**config.mk**
```make
export PLATFORM = sky130hd
export DESIGN_NAME = serial_subtractor
export DESIGN_NICKNAME = d
export VERILOG_FILES = /design/src/rtl/serial_subtractor_pkg.sv /design/src/rtl/serial_subtractor_fs.sv /design/src/rtl/serial_subtractor.sv
export SDC_FILE = /design/constraint.sdc
export NUM_CORES = 1
export LEC_CHECK = 0
export BUFFER_PORTS_ARGS = -buffer_cell sky130_fd_sc_hd__buf_2
export CORE_MARGIN = 2
export CORE_UTILIZATION = 50
export CTS_CLUSTER_SIZE = 20
export DETAILED_ROUTE_END_ITERATION = 10
export PLACE_DENSITY = 0.69
export SYNTH_ARGS = -nofsm -noshare
export SYNTH_HDL_FRONTEND = slang
export SYNTH_SLANG_ARGS = --single-unit
```
**constraint.sdc**
```tcl
create_clock -name clk -period 1.9 [get_ports clk]
set_input_delay 0.285 -clock clk [delete_from_list [all_inputs] [get_ports clk]]
set_output_delay 0.285 -clock clk [all_outputs]
set_load 0.005 [all_outputs]
```
**src/rtl/serial_subtractor_pkg.sv**
```systemverilog
// serial_subtractor_pkg: shared FSM state encoding and counter sizing
package serial_subtractor_pkg;
    typedef enum logic [1:0] {IDLE = 2'd0, SHIFT = 2'd1, DONE = 2'd2} state_t;
    function automatic int cnt_w(input int width);
        return $clog2(width + 1);
    endfunction
endpackage

```
**src/rtl/serial_subtractor_fs.sv**
```systemverilog
// full_subtractor: one-bit combinational subtract cell with borrow in/out
module full_subtractor (
    input  logic x,
    input  logic y,
    input  logic bin,
    output logic d,
    output logic bo
);
    assign d  = x ^ y ^ bin;
    assign bo = (~x & y) | (~(x ^ y) & bin);
endmodule

```
**src/rtl/serial_subtractor.sv**
```systemverilog
// serial_subtractor: LSB-first bit-serial a - b with borrow-out and signed overflow
module serial_subtractor
    import serial_subtractor_pkg::*;
#(
    parameter int WIDTH = 8
) (
    input  logic             clk,
    input  logic             rst,
    input  logic             start,
    input  logic [WIDTH-1:0] a,
    input  logic [WIDTH-1:0] b,
    output logic             busy,
    output logic             done,
    output logic [WIDTH-1:0] diff,
    output logic             bout,
    output logic             ovf
);
    localparam int CW = cnt_w(WIDTH);
    state_t state, nxt;
    logic [WIDTH-1:0] sa, sb, r;
    logic [CW-1:0] count;
    logic br, a_msb, b_msb, d, bo, last;
    full_subtractor u_fs (.x(sa[0]), .y(sb[0]), .bin(br), .d(d), .bo(bo));
    assign last = count == CW'(WIDTH - 1);
    always_comb begin
        nxt  = state == IDLE  ? (start ? SHIFT : IDLE) :
               state == SHIFT ? (last ? DONE : SHIFT) : IDLE;
        busy = state == SHIFT;
        done = state == DONE;
    end
    always_ff @(posedge clk) begin
        if (rst) begin
            state <= IDLE;
            sa    <= '0;
            sb    <= '0;
            r     <= '0;
            count <= '0;
            br    <= 1'b0;
            a_msb <= 1'b0;
            b_msb <= 1'b0;
            diff  <= '0;
            bout  <= 1'b0;
            ovf   <= 1'b0;
        end else begin
            state <= nxt;
            if (state == IDLE && start) begin
                sa    <= a;
                sb    <= b;
                br    <= 1'b0;
                count <= '0;
                a_msb <= a[WIDTH-1];
                b_msb <= b[WIDTH-1];
            end
            if (state == SHIFT) begin
                br    <= bo;
                r     <= {d, r[WIDTH-1:1]};
                sa    <= sa >> 1;
                sb    <= sb >> 1;
                count <= count + 1'b1;
                // outputs only update here so partial results never leak
                if (last) begin
                    diff <= {d, r[WIDTH-1:1]};
                    bout <= bo;
                    ovf  <= (a_msb != b_msb) && (d != a_msb);
                end
            end
        end
    end
endmodule

```
## After elaboration in Yosys (flattened, before gate mapping)

Cells that the tools add are included.
Widths: inputs -> output; s select.

| operators by class | value |
|---|---|
| add/subtract/negate cells | 1 |
| equality and inequality tests | 5 |
| multiplexer cells | 12 |
| bitwise operators | 7 |
| reduce and logical (&&, ||, !) cells | 6 |

Operator list:

| operator | number |
|---|---|
| $mux 7 | 4 |
| $mux 4 | 2 |
| $mux 2 | 3 |
| $add 4x1->4 const B | 1 |
| $eq 4x3->1 const B | 1 |
| $mux 1 | 3 |
| $and 1x1->1 | 2 |
| $eq 2x1->1 const B | 1 |
| $eq 2x2->1 const B | 1 |
| $logic_and 1x1->1 | 2 |
| $logic_not 2->1 | 1 |
| $ne 1x1->1 | 2 |
| $not 1->1 | 2 |
| $reduce_and 2->1 | 1 |
| $reduce_bool 2->1 | 1 |
| $reduce_or 2->1 | 1 |
| $xor 1x1->1 | 2 |
| $or 1x1->1 | 1 |

| storage, ports and cells | value |
|---|---|
| register bits | 43 |
| word-level logic and storage cells | 44 |

## Longest topological paths before layout

Gate-level depths: netlist (run 1).

| logic depth | value |
|---|---|
| word-level depth | 5 |
| gate-level depth with buffers | 6 |
| depth with buffers taken out | 5 |

## By module

From an unflattened synthesis (run 1), not the netlist that was laid out.

| unflattened totals | value |
|---|---|
| cell total of the unflattened synthesis | 205 |
| area total of the unflattened synthesis | 1818.0 sq um |

Modules (own cells, without submodules):

| module | instances | cells each | area each (sq um) | seq. area each (sq um) |
|---|---|---|---|---|
| serial_subtractor | 1 | 201 | 1786.7 | 840.8 |
| full_subtractor | 1 | 4 | 31.3 | 0.0 |

## Least setup slack after synthesis (run 1)

OpenSTA, ideal clock, no wires.

| timing path | value |
|---|---|
| path type | reg2reg |
| from | reg sb[0] |
| to | reg ovf |
| data arrival time | 1303 ps |
| slack | 511 ps |
| stages on the path, launching flop included | 6 |
| path buffers | 0 |
| cell sequence | dfxtp_1 > inv_1 > fa_1 > nor2b_1 > a21oi_1 > a211oi_1 |

| between the ends | value |
|---|---|
| cells in the longest elaborated chain, start to end | 4 |

RTL lines:

| item | RTL line | RTL |
|---|---|---|
| from (decl) | serial_subtractor.sv:20 | `logic [WIDTH-1:0] sa, sb, r;` |
| from (signal assigned) | serial_subtractor.sv:58 | `sb <= sb >> 1;` |
| $xor 1x1->1 (2 in series) | serial_subtractor_fs.sv:9 | `assign d = x ^ y ^ bin;` |
| via d | serial_subtractor.sv:22 | `logic br, a_msb, b_msb, d, bo, last;` |
| $ne 1x1->1 | serial_subtractor.sv:64 | `ovf <= (a_msb != b_msb) && (d != a_msb);` |
| $logic_and 1x1->1 | serial_subtractor.sv:64 |  |
| to (signal assigned) | serial_subtractor.sv:64 |  |
| to (decl) | serial_subtractor.sv:16 | `output logic ovf` |

The timed path passes the listed nets, and every way through them passes these cells.
A chain may end at the register's enable or synchronous reset.

## Final worst setup path (run 1)

| timing path | value |
|---|---|
| from | reg state[0] |
| to | out busy |

| between the ends | value |
|---|---|
| cells in the longest elaborated chain, start to end | 1 |

RTL lines:

| item | RTL line | RTL |
|---|---|---|
| from (decl) | serial_subtractor.sv:19 | `state_t state, nxt;` |
| from (signal assigned) | serial_subtractor.sv:45 | `state <= nxt;` |
| $eq 2x1->1 | serial_subtractor.sv:28 | `busy = state == SHIFT;` |
| to (decl) | serial_subtractor.sv:12 | `output logic busy,` |

No other way between the ends.

==> flow_summary.yaml, run 1 <==
sta:
  setup_viol: 0
  setup_slack_ps: 212
  worst_pin_slew_ps: 731
  finalHoldViolCount: 0
  drv_slew: 0
  period_needed_ps: 1690
  max_freq_mhz: 592
  tns_ps: 0
  fin_crit_sh_pct: 88.9
  rsz0062_at_grt: "no"
  fin_worst_skew_ps: 3.89
  slew-limit-headroom_pct: 51.3
outcome:
  status: "finished, final reports clean"
synthesis:
  synth_area_mm2: 0.00170
  synthCells: 191
  synth_top_area_share_pct: 49.5
  yosysWarningCount: 0
  ys_ff_latch: 42
  synth_most_common_cell: "dfxtp_1"
  yosys.cell_types.count: 32
  ys_top_cells_by_area: "dfxtp_1 (50%), a211oi_1 (7.5%), a21oi_1 (5.3%)"
  synth.cells.most_frequent: "dfxtp_1 (42), nor2_1 (23), a21oi_1 (18)"
  syn_area_per_cell_um2: 8.89
  ys_async_sr_fraction_pct: 0
  ys_seq_area_share_pct: 49.5
  yosysTopAreaCell: "dfxtp_1"
  ys.flop_type: "dfxtp_1"
  synth_edf_count: 0
  synthesis.nets: 212
critical_path:
  rr_startpoint: "sb[0]"
  crit_start: "state[0]"
  crit_path_end: "busy"
  cp.required_ps: 1620
  cp-start-kind: "register"
  cp.arrival_ps: 1400
  crit_type: "register to output port"
  r2r_end: "ovf"
  reg2reg_slack_ps: 310
  rr_worst_depth: 5
  worst-path-max-fanout: 15
  end_kind: "output port"
layout:
  nets: 236
  final_area_mm2: 0.00191
  seq_area_um2: 841
  diodes: 0
  fillCellCount: 331
  drive_gt1_share_pct: 20.8
  area_growth_pct: 12.2
  fin_util_pct: 57.6
  multi_input_area_um2: 756
place:
  postPlaceCellArea_mm2: 0.00184
  dpl.hpwl_um: 2370
  gp_congestion: 0.737
  dp_slack_ps: 328
  io_buffers: 30
floorplan:
  core_region_area_mm2: 0.00331
  num_rows: 21
  io_pins: 31
  die_w_um: 62.3
  die_y_um: 62.3
  dieArea_mm2: 0.00388
  start_util_pct: 51.3
worst_hold_path:
  hp-class: "input pin to register"
  hp-start: "b[7]"
grt:
  gr-total-overflow: 0
  grt_max_degree: 43
  grt_first_pass_wirelength_um: 6130
  first_global_vias: 1407
  antenna_found_initial: 0
  grt_use_total_pct: 19.6
power:
  cellLeakagePower_nw: 0.733
  peakVddDrop_mv: 0.595
  p_total_w: 0.00158
  powerDensity_mw_per_mm2: 829
drt:
  vias_per_cell: 5.69
  drcViolationCount: 0
  wire_per_inst_um: 13.5
  ant_nets: 0
  wirelength_um: 3550
  vias: 1492
  first_pass_iters: 4
  drtIter0Drc: 114
clocking:
  cts-root-buf: "clkbuf_4"
  numCtsBuffers: 5
  clk_pin_slew_worst_paths_ps: 120
  hold_buffers: 0
  cts_tree: "yes"
  clock-sinks: 42
  worst_skew_pair.late_latency_ps: 340
  cts_resized: 0
  cts_setup_buffers: 0
  cts_buffer_depth: 2
  htree_levels: 2
run:
  maxCapViolCount: 0
==> per-stage QoR <==
stage,hold WS [ps],instances
after floorplan,432,191
after global placement,442,254
after detailed placement,461,254
after CTS,184,262
after global routing,213,262
final,193,262
==> registers in the layout (all words and copies together) (netlist names), 2 cells and up <==
signal,flops
sb,8
state,2
sa,8
diff,8
r,7
count,4
==> kinds of logic after synthesis <==
logic type / Yosys count / share of synthesized area (%)
adders and majority gates: 2 / 1.92
AOI/OAI and AO/OA: 66 / 24.9
muxes: 2 / 1.18
buffers and inverters: 20 / 5.97
DFF: 42 / 49.5
and+or+nand+nor: 59 / 16.5
==> final cells by class <==
| class | instances | area share, % |
|---|---|---|
| clock inverter | 2 | 0.657 |
| sequential | 42 | 44.1 |
| clock buffer | 6 | 2.69 |
| multi-input combinational | 129 | 39.7 |
| inverter | 5 | 1.18 |
| tap | 46 | 3.02 |
| timing repair buffer | 32 | 8.67 |
==> cell usage in the layout, fill, tap and decap left out, types with 2 or more instances in the layout <==
cell type    n
a22oi_1      3
o22ai_1     14
nand3_1     10
clkinvlp_4   2
a211oi_1    17
mux2i_1      2
a21oi_1     18
buf_4        2
dfxtp_1     42
buf_2       30
clkbuf_4     5
inv_1        4
o21ai_0      8
nor2_1      23
nand2_1     15
nor2b_1      3
==> worst min path at each step <==
stage,to,slack [ps],depth (start not counted)
after floorplan,a_msb,430,2
after CTS,sa[7],180,3
after global routing,sb[7],210,3
after global placement,r[1],440,2
final,sb[7],190,3
after detailed placement,r[4],460,2
==> layer usage <==
metal	vias to the layer above	share of wire, %	GRT usage, %
li1	735	-	-
met1	706	46	24.6
met2	46	47	32.9
met3	5	5.3	3.99
met4	0	1.4	8.61
met5	-	0	0
==> critical path: stages (launching register included) <==
cell and delay (ps):
dfxtp_1 590, nand2b_4 100, clkinvlp_4 210, buf_2 160
==> power by group <==
part	internal (W)	total (W)	switching [W]
Sequential	0.000920	0.000946	0.0000264
Clock	0.000178	0.000458	0.000280
Combinational	0.0000744	0.000176	0.000102
Power figures use the tool's default switching activity.
==> inputs of run 2 (changes only) <==
- CORE_UTILIZATION: 50 -> 54
- PLACE_DENSITY: 0.69 -> 0.74
==> flow_summary.yaml, run 2 (synthesis gave the netlist of run 1 again) <==
drt:
  vias: 1463
  first_pass_iters: 4
  wirelength_um: 3450
  wire_per_inst_um: 13.3
  ant_nets: 0
  vias_per_cell: 5.63
  drcViolationCount: 0
  drtIter0Drc: 134
layout:
  reg_top3: "diff: 8 flops, sa: 8 flops, sb: 8 flops"
  drive_gt1_share_pct: 20.4
  final_area_mm2: 0.00192
  nets: 236
  diodes: 0
  final_cell_mix: "dfxtp_1 (42), buf_2 (30), nor2_1 (23), a21oi_1 (18), a211oi_1 (17)"
  area_growth_pct: 13.0
  fillCellCount: 266
  final_common_cell: "dfxtp_1"
place:
  gp_congestion: 0.754
  dpl.hpwl_um: 2350
  io_buffers: 30
  postPlaceCellArea_mm2: 0.00184
  dp_slack_ps: 385
power:
  peakVddDrop_mv: 0.524
  p_total_w: 0.00168
  powerDensity_mw_per_mm2: 877
  cellLeakagePower_nw: 0.737
clocking:
  clock-sinks: 42
  cts-root-buf: "clkbuf_4"
  clk_pin_slew_worst_paths_ps: 120
  worst_skew_pair.late_latency_ps: 360
  cts_buffer_depth: 2
  cts_setup_buffers: 0
  cts_tree: "yes"
  cts_resized: 0
  numCtsBuffers: 5
  hold_buffers: 0
  htree_levels: 2
sta:
  rsz0062_at_grt: "no"
  max_freq_mhz: 591
  finalHoldViolCount: 0
  slew-limit-headroom_pct: 51.6
  drv_slew: 0
  setup_slack_ps: 207
  setup_viol: 0
  period_needed_ps: 1690
  fin_crit_sh_pct: 89.1
  tns_ps: 0
  fin_worst_skew_ps: 7.24
  worst_pin_slew_ps: 726
grt:
  gr-total-overflow: 0
  grt_max_degree: 43
  first_global_vias: 1288
  grt_first_pass_wirelength_um: 5740
  grt_use_total_pct: 21.7
  antenna_found_initial: 0
floorplan:
  io_pins: 31
  die_y_um: 60.1
  num_rows: 20
  dieArea_mm2: 0.00361
  die_w_um: 60.1
  start_util_pct: 56.1
  core_region_area_mm2: 0.00303
run:
  maxCapViolCount: 0
critical_path:
  crit_type: "register to output port"
  slowest_delay_ps: 430
  path_cells: "nand2b_4 -> clkinvlp_4 -> buf_2"
  slowest_stage: "dfxtp_1"
  cp.required_ps: 1620
  end_kind: "output port"
  worst-path-max-fanout: 15
  cp.arrival_ps: 1410
  cp-start-kind: "register"
worst_hold_path:
  hp-class: "input pin to register"
outcome:
  status: "finished, final reports clean"
==> run 2: stage by stage <==
step / std cells / hold WS, ps / utilization (%)
4_1_cts: 260 / 170 / 63.2
3_5_place_dp: 252 / 461 / 60.6
3_3_place_gp: 252 / 445 / 60.6
6_report: 260 / 168 / 63.3
5_1_grt: 260 / 180 / 63.3
2_1_floorplan: 191 / 432 / -
==> run 2: worst max-delay path: cells and delay by family, from the launching register on <==
family / cells / cell delay [ps]
buffers and inverters: 2 / 440
AND/OR/NAND/NOR: 1 / 180
flip-flops: 1 / 430
==> run 2: final cells by class <==
type                    count  area (um^2)  area share (%)
clock buffers               6         41.3            2.15
clock inverters             2         37.5            1.96
inverters                   5         22.5            1.17
multi-input cells         129          756            39.4
flip-flops and latches     42          841            43.8
well taps                  44         55.1            2.87
repair buffers             32          165            8.61
==> run 2: final timing paths <==
kind         startpoint  endpoint  slack [ps]  depth (start not counted)
max            state[1]      busy         210                          3
min                b[7]     b_msb         170                          3
max reg2reg       sb[0]       ovf         370                          5
min reg2reg        r[1]      r[1]         480                          2
==> run 2: where the power goes <==
| part | total, W | switching (W) | leakage (nW) | internal (W) |
|---|---|---|---|---|
| Sequential | 0.000947 | 0.0000271 | 0.343 | 0.000920 |
| Clock | 0.000562 | 0.000285 | 0.0385 | 0.000277 |
| Combinational | 0.000173 | 0.0000990 | 0.355 | 0.0000741 |
==> run 2: routing by layer <==
metal  share of wire [%]  vias up  global-route usage (%)
met5                   0        -                       0
met4                 1.9        0                    10.5
met3                 5.3        7                    5.63
met2                  47       43                    31.7
met1                  46      677                    29.6
li1                    -      736                       -
==> inputs of run 3 (changes only) <==
- CORE_MARGIN: 2 -> 1.5
- CORE_UTILIZATION: 54 -> 50
- GPL_TIMING_DRIVEN: not set -> 0
- PLACE_DENSITY: 0.74 -> 0.69
==> flow_summary.yaml, run 3 (synthesis gave the netlist of run 1 again) <==
outcome:
  status: "finished, final reports clean"
drt:
  wirelength_um: 3630
  vias_per_cell: 5.51
  ant_nets: 0
  first_pass_iters: 4
  drcViolationCount: 0
  vias: 1499
  drtIter0Drc: 120
  wire_per_inst_um: 13.3
grt:
  gr-total-overflow: 0
  grt_max_degree: 13
  grt_use_total_pct: 22.4
  antenna_found_initial: 0
  grt_first_pass_wirelength_um: 6200
  first_global_vias: 1344
power:
  share_comb_of_total_power_pct: 12.2
  clockPowerShare_pct: 28.5
  sw_frac_of_total_pct: 25.5
  powerDensity_mw_per_mm2: 812
  pwr-share-seq_pct: 59.3
  switching_power_w: 0.000405
  peakVddDrop_mv: 0.533
  p_int_w: 0.00118
  cellLeakagePower_nw: 0.776
critical_path:
  rr_startpoint: "sb[0]"
  end_kind: "output port"
  path_cells: "inv_1 -> clkbuf_1 -> nor2_1 -> buf_2"
  crit_type: "register to output port"
  slowest_delay_ps: 380
  cp.arrival_ps: 1460
  r2r_end: "ovf"
  path_buf_inv: 3
  crit_family: "buffers and inverters"
  worst-path-max-fanout: 10
  cp-start-kind: "register"
  rr_worst_depth: 5
  cp.required_ps: 1620
  reg2reg_slack_ps: 350
  slowest_stage: "clkbuf_1"
sta:
  worst_pin_slew_ps: 506
  hold_slack_ps: 206
  fin_crit_sh_pct: 91.7
  period_needed_ps: 1740
  setup_viol: 0
  max_freq_mhz: 574
  rsz0062_at_grt: "no"
  tns_ps: 0
  finalHoldViolCount: 0
  drv_slew: 0
  slew-limit-headroom_pct: 66.3
  fin_worst_skew_ps: 16.0
clocking:
  cts_buffer_depth: 2
  clk_pin_slew_worst_paths_ps: 120
  cts_tree: "yes"
  cts_resized: 0
  cts_setup_buffers: 0
  clock-sinks: 42
  cts-root-buf: "clkbuf_4"
  hold_buffers: 0
  numCtsBuffers: 5
  htree_levels: 2
  worst_skew_pair.late_latency_ps: 340
place:
  gp_congestion: 0.793
  dpl.hpwl_um: 2640
  io_buffers: 29
floorplan:
  die_y_um: 61.3
  num_rows: 20
  dieArea_mm2: 0.00375
  die_w_um: 61.3
  core_region_area_mm2: 0.00313
  start_util_pct: 54.3
  io_pins: 31
run:
  maxCapViolCount: 0
worst_hold_path:
  whs_path_depth: 3
  whs_endpoint: "a_msb"
  hp-class: "input pin to register"
  hp-start: "a[7]"
layout:
  diodes: 0
  drive_gt1_share_pct: 21.5
  area_growth_pct: 15.3
  nets: 248
  fin_util_pct: 62.6
  final_common_cell: "dfxtp_1"
  fillCellCount: 303
  final_cell_mix: "dfxtp_1 (42), buf_2 (35), nor2_1 (23), a21oi_1 (18), a211oi_1 (17)"
  reg_top3: "diff: 8 flops, sa: 8 flops, sb: 8 flops"
-- run 3: area by class of cell --
class | instances | area, um^2 | area share (%)
flip-flops and latches | 42 | 841 | 42.9
inverters | 5 | 18.8 | 0.958
plain buffers | 15 | 82.6 | 4.22
clock inverters | 1 | 5.00 | 0.256
well taps | 44 | 55.1 | 2.81
multi-input cells | 129 | 756 | 38.6
repair buffers | 29 | 145 | 7.41
clock buffers | 7 | 55.1 | 2.81
-- run 3: metal layers --
layer  track usage (%)  up-vias  part of all wire [%]
met3              4.83        5                   5.4
li1                  -      762                     -
met1              32.2      695                    49
met4              9.32        0                   1.0
met2              32.5       37                    44
met5                 0        -                     0
-- run 3: worst max path at each step --
| stage | from | endpoint | cells past startpoint |
|---|---|---|---|
| after global routing | state[1] | done | 4 |
| after global placement | sb[0] | ovf | 5 |
| after detailed placement | sb[0] | ovf | 5 |
| final | state[1] | done | 4 |
| after CTS | state[1] | done | 4 |
| after floorplan | sb[0] | ovf | 5 |
-- run 3: metrics by stage --
step,power [W],cells,area [um^2],setup WS [ps]
2_1_floorplan,0.00110,191,1700,511
3_3_place_gp,0.00115,264,1900,406
3_5_place_dp,0.00116,264,1900,394
4_1_cts,0.00161,272,1960,145
5_1_grt,0.00168,272,1960,40.8
6_report,0.00159,272,1960,158
-- run 3: worst reg2reg max path: stages, from the launching register on --
cell      delay (ps)
dfxtp_1          330
inv_1             60
fa_1             630
nor2b_1          150
a21oi_1           80
a211oi_1         220
-- run 3: power by group through the flow --
stage                     registers [W]  logic [W]  clock network, W
final                          0.000942   0.000194          0.000452
after global routing           0.000948   0.000217          0.000518
after CTS                      0.000942   0.000195          0.000468
after detailed placement       0.000962   0.000193                 0
after global placement         0.000960   0.000187                 0
after floorplan                0.000956   0.000139                 0
